<file path="config.mk">
export PLATFORM = sky130hd
export DESIGN_NAME = bus_arbiter_2to1
export DESIGN_NICKNAME = d
export VERILOG_FILES = /design/src/rtl/bus_arbiter_2to1.sv
export SDC_FILE = /design/constraint.sdc
export NUM_CORES = 1
export LEC_CHECK = 0
export CAP_MARGIN = 15
export CORE_MARGIN = 4
export CORE_UTILIZATION = 38
export DETAILED_ROUTE_END_ITERATION = 16
export GPL_TIMING_DRIVEN = 0
export HOLD_SLACK_MARGIN = 0.08
export PLACE_DENSITY = 0.85
export SYNTH_ARGS = -nofsm -noshare
export SYNTH_HDL_FRONTEND = slang
export SYNTH_SLANG_ARGS = --single-unit
export TNS_END_PERCENT = 1
</file>
<file path="constraint.sdc">
create_clock -name clk -period 5.19 [get_ports clk]
set_input_delay 1.038 -clock clk [delete_from_list [all_inputs] [get_ports clk]]
set_output_delay 1.038 -clock clk [all_outputs]
set_load 0.1 [all_outputs]
</file>
<file path="src/rtl/bus_arbiter_2to1.sv">
// Two-requester round-robin arbiter with optional locked bursts, feeding a
// single registered output stage with a valid/ready handshake.
module bus_arbiter_2to1 #(
  parameter int WIDTH = 32
) (
  input  logic             clk,
  input  logic             rst_n,

  input  logic             req_0,
  input  logic [WIDTH-1:0] data_0,
  input  logic             lock_0,
  output logic             gnt_0,

  input  logic             req_1,
  input  logic [WIDTH-1:0] data_1,
  input  logic             lock_1,
  output logic             gnt_1,

  output logic             out_valid,
  output logic [WIDTH-1:0] out_data,
  output logic             out_src,
  input  logic             out_ready
);

  typedef enum logic [1:0] {
    IDLE = 2'd0,
    OWN0 = 2'd1,
    OWN1 = 2'd2
  } state_t;

  state_t           state;
  state_t           state_next;
  logic             prio;
  logic             run;
  logic             load_en;
  logic             beat;
  logic             sel;
  logic             sel_lock;
  logic [WIDTH-1:0] sel_data;

  // The output stage can take a word whenever it is empty or being drained.
  assign load_en = !out_valid || out_ready;

  // Exactly one grant can be high, so gnt_1 alone identifies the source.
  assign beat     = (gnt_0 && req_0) || (gnt_1 && req_1);
  assign sel      = gnt_1;
  assign sel_data = sel ? data_1 : data_0;
  assign sel_lock = sel ? lock_1 : lock_0;

  // State register.
  // NOTE: sequential state uses non-blocking assignments so every flop samples
  // pre-edge values regardless of process evaluation order.
  always_ff @(posedge clk or negedge rst_n) begin
    if (!rst_n) begin
      state <= IDLE;
    end else begin
      state <= state_next;
    end
  end

  // Next-state logic: an accepted beat decides ownership for the next cycle.
  // NOTE: the default assignment at the top of each combinational block keeps
  // every path assigned, so no latch is inferred.
  always_comb begin
    state_next = state;
    if (beat) begin
      if (sel_lock) begin
        state_next = sel ? OWN1 : OWN0;
      end else begin
        state_next = IDLE;
      end
    end
  end

  // Grant logic. Grants stay low until reset has been released at a clock edge
  // (run), and while the output stage cannot accept a word.
  always_comb begin
    gnt_0 = 1'b0;
    gnt_1 = 1'b0;
    if (run && load_en) begin
      case (state)
        IDLE: begin
          if (req_0 && req_1) begin
            gnt_0 = !prio;
            gnt_1 = prio;
          end else begin
            gnt_0 = req_0;
            gnt_1 = req_1;
          end
        end
        OWN0:    gnt_0 = req_0;
        OWN1:    gnt_1 = req_1;
        default: begin
          gnt_0 = 1'b0;
          gnt_1 = 1'b0;
        end
      endcase
    end
  end

  // Round-robin pointer, run flag and output register.
  // NOTE: the data register is reset along with the control state because a
  // defined out_data of zero is part of the reset behaviour.
  always_ff @(posedge clk or negedge rst_n) begin
    if (!rst_n) begin
      run       <= 1'b0;
      prio      <= 1'b0;
      out_valid <= 1'b0;
      out_data  <= '0;
      out_src   <= 1'b0;
    end else begin
      run <= 1'b1;
      if (beat) begin
        prio      <= !sel;
        out_valid <= 1'b1;
        out_data  <= sel_data;
        out_src   <= sel;
      end else if (out_ready) begin
        out_valid <= 1'b0;
      end
    end
  end

endmodule

</file>
==> metrics.yaml, run 1 <==
tritoncts: "done"
cp_num_buf_inv: 4
cts_buffers: 5
ys_types: 23
synthTopCellsByCount: "dfrtp_1 (38), inv_1 (33), a222oi_1 (32)"
path_class: "primary input to primary output"
cap_violations: 0
r2r_start: "state[1]"
drtIter0Drc: 177
yosys_most_used_dff: "dfrtp_1"
crit_path_frequent_cell: "clkdlybuf4s50_1"
rows: 23
crit_start: "out_ready"
status: "complete, no violations"
synthToLayoutAreaGrowth_pct: 77.2
yosysSeqAreaShare_pct: 59.7
max_stage_delay_ns: 1.23
antenna_found_initial: 0
cp.depth: 6
synth_area_leaders: "dfrtp_1 (60%), a222oi_1 (20%), inv_1 (7.8%)"
worst_pin_slew_ns: 0.997
synth_top_area_share_pct: 59.7
syn_inst: 130
fin_crit_sh_pct: 91.1
pin_count: 107
synthMostInstantiatedCell: "dfrtp_1"
cts_resized: 0
antenna_left: 0
regToRegSetupSlack_ns: 3.37
finalHoldViolations: 0
insertion_delay_ns: 0.29
post-route-drc-count: 0
grt_first_pass_wirelength_um: 7600
hold_class: "flop to flop"
yosys_warnings: 0
clockRootBuffer: "clkbuf_8"
clockBufferDepth: 2
fmax_mhz: 212
crit_family: "buffers and inverters"
hold_buffers: 0
cp.required_ns: 4.15
wire_per_inst_um: 16.8
arrival_ns: 3.69
grt.total_usage_pct: 18.8
drive_gt1_share_pct: 6.97
avgSynthCellArea_sq_um: 12.2
postCtsSetupRepairBufs: 0
critPathLaunchType: "primary input"
grt_pass1_vias: 1637
rsz0062_at_grt: "false"
core_sq_um: 4030
layout.nets: 314
die_y_um: 72.7
netlist_area_sq_um: 1590
syn-num-nets: 201
crit_fanout: 10
layout.area.seq_sq_um: 951
min_period_ns: 4.73
synth_edf_count: 0
synth-seq-cells: 38
place_congestion: 0.732
stdcell_count: 294
grt_max_degree: 39
start_util_pct: 39.5
portBuffers: 106
slew_violations: 0
via_per_inst: 5.26
synth_largest_area_cell: "dfrtp_1"
r2r_cells: 5
postRouteWirelength_um: 4950
dp.cells: 286
setup_viol: 0
hold_path_startpoint: "out_data[8]"
synthArstFlopShare_pct: 100
setup_total_negative_slack_ns: 0
diodes: 0
via_count: 1547
fin_skew_ns: 0.00408
crit_slowest_cell: "clkdlybuf4s50_1"
drt_pass1_iterations: 6
die_w_um: 72.7
r2r-end: "out_data[25]"
grt_overflow: 0
cp_cell_sequence: "clkdlybuf4s50_1, nand2b_1, and4_1, buf_2, buf_1, clkdlybuf4s50_1"
fillers: 316
clock_sinks: 38
dieArea_sq_um: 5290
endpoint_kind: "primary output"
dp_hpwl_um: 3630
worstSetupEndpoint: "gnt_0"
cts_max_level: 2
maxSlewHeadroom_pct: 33.3
cts.clk_slew.worst_paths_ns: 0.07
multiInputGateArea_sq_um: 433
[layer usage]
metal  part of all wire [%]  global-route usage (%)  wire, um  vias to the layer above
li1                       -                       -         -                      711
met2                     50                    33.5      2500                       75
met4                    1.2                    5.53        61                        0
met1                     41                    22.0      2050                      755
met3                    6.9                    4.96       340                        6
met5                      0                       0         0                        -
[sequential cells by signal (all words and copies together), names as in the netlist]
signal / cells
state: 2
prio: 1
out_valid: 1
run: 1
out_data: 32
out_src: 1
[cell usage in the layout, fill, tap and decap left out]
cell type,synthesis,layout
buf_6,1,1
nand2_1,1,1
nand3b_1,1,1
buf_8,3,3
and4_1,1,1
o21bai_1,1,1
and4_4,1,1
clkbuf_1,5,5
and2b_2,1,1
dfrtp_1,38,38
or3b_1,1,1
conb_1,1,1
a22o_1,1,1
clkbuf_8,0,8
buf_1,1,1
inv_1,33,33
mux2_2,1,1
a222oi_1,32,32
nor2_1,2,2
nand2b_1,1,1
nor2b_1,1,1
buf_2,1,2
clkdlybuf4s50_1,0,105
o211ai_1,1,1
nand3_1,1,1
[worst min-delay path by stage]
stage               depth (start not counted)           end  slack (ns)
floorplan                                   2          prio        0.48
global route                                2   out_data[5]        0.52
detailed placement                          2  out_data[26]        0.48
finish                                      2   out_data[8]        0.49
global placement                            2  out_data[13]        0.47
CTS                                         2  out_data[26]        0.49
[per-stage QoR]
stage	hold slack [ns]	setup WS [ns]	area, sq um	util, %
CTS	0.494	0.465	2820	70.0
global placement	0.470	0.460	2720	67.4
floorplan	0.484	1.59	1590	-
global route	0.523	0.345	2820	70.0
finish	0.492	0.462	2820	70.0
detailed placement	0.477	0.466	2710	67.3
[layout make-up]
type / count / share of cell area, %
timing repair buffer: 106 / 37.4
buffer: 11 / 2.97
tap: 50 / 2.22
multi-input combinational: 48 / 15.4
inverter: 33 / 4.39
clock buffer: 8 / 3.90
sequential: 38 / 33.7
[cells by family after synthesis]
| logic type | Yosys count | share of synthesized area, % |
|---|---|---|
| other | 1 | 0.236 |
| buffers and inverters | 44 | 13.0 |
| AO/OA/AOI/OAI | 35 | 21.6 |
| AND/OR/NAND/NOR | 11 | 4.64 |
| multiplexers | 1 | 0.707 |
| flip-flops | 38 | 59.7 |
[tightest hold or removal path: cells and delay by family (launching register included)]
family	cells	cell delay, ns
AOI/OAI and AO/OA	1	0.06
buffers and inverters	1	0.05
DFF	1	0.34
Power of run 1 is not shown: default switching activity piles up to over one toggle a cycle in this logic, so the estimate is an artifact.
==> run 2, diff against run 1 <==
--- a/config.mk
+++ b/config.mk
@@ -12,6 +12,7 @@
 export GPL_TIMING_DRIVEN = 0
 export HOLD_SLACK_MARGIN = 0.08
 export PLACE_DENSITY = 0.85
+export SKIP_CTS_REPAIR_TIMING = 1
 export SYNTH_ARGS = -nofsm -noshare
 export SYNTH_HDL_FRONTEND = slang
 export SYNTH_SLANG_ARGS = --single-unit
==> results of run 2 <==
The final DEF is identical to that of run 1; final timing and power are the same.
Power of run 2 is left out for the same reason.
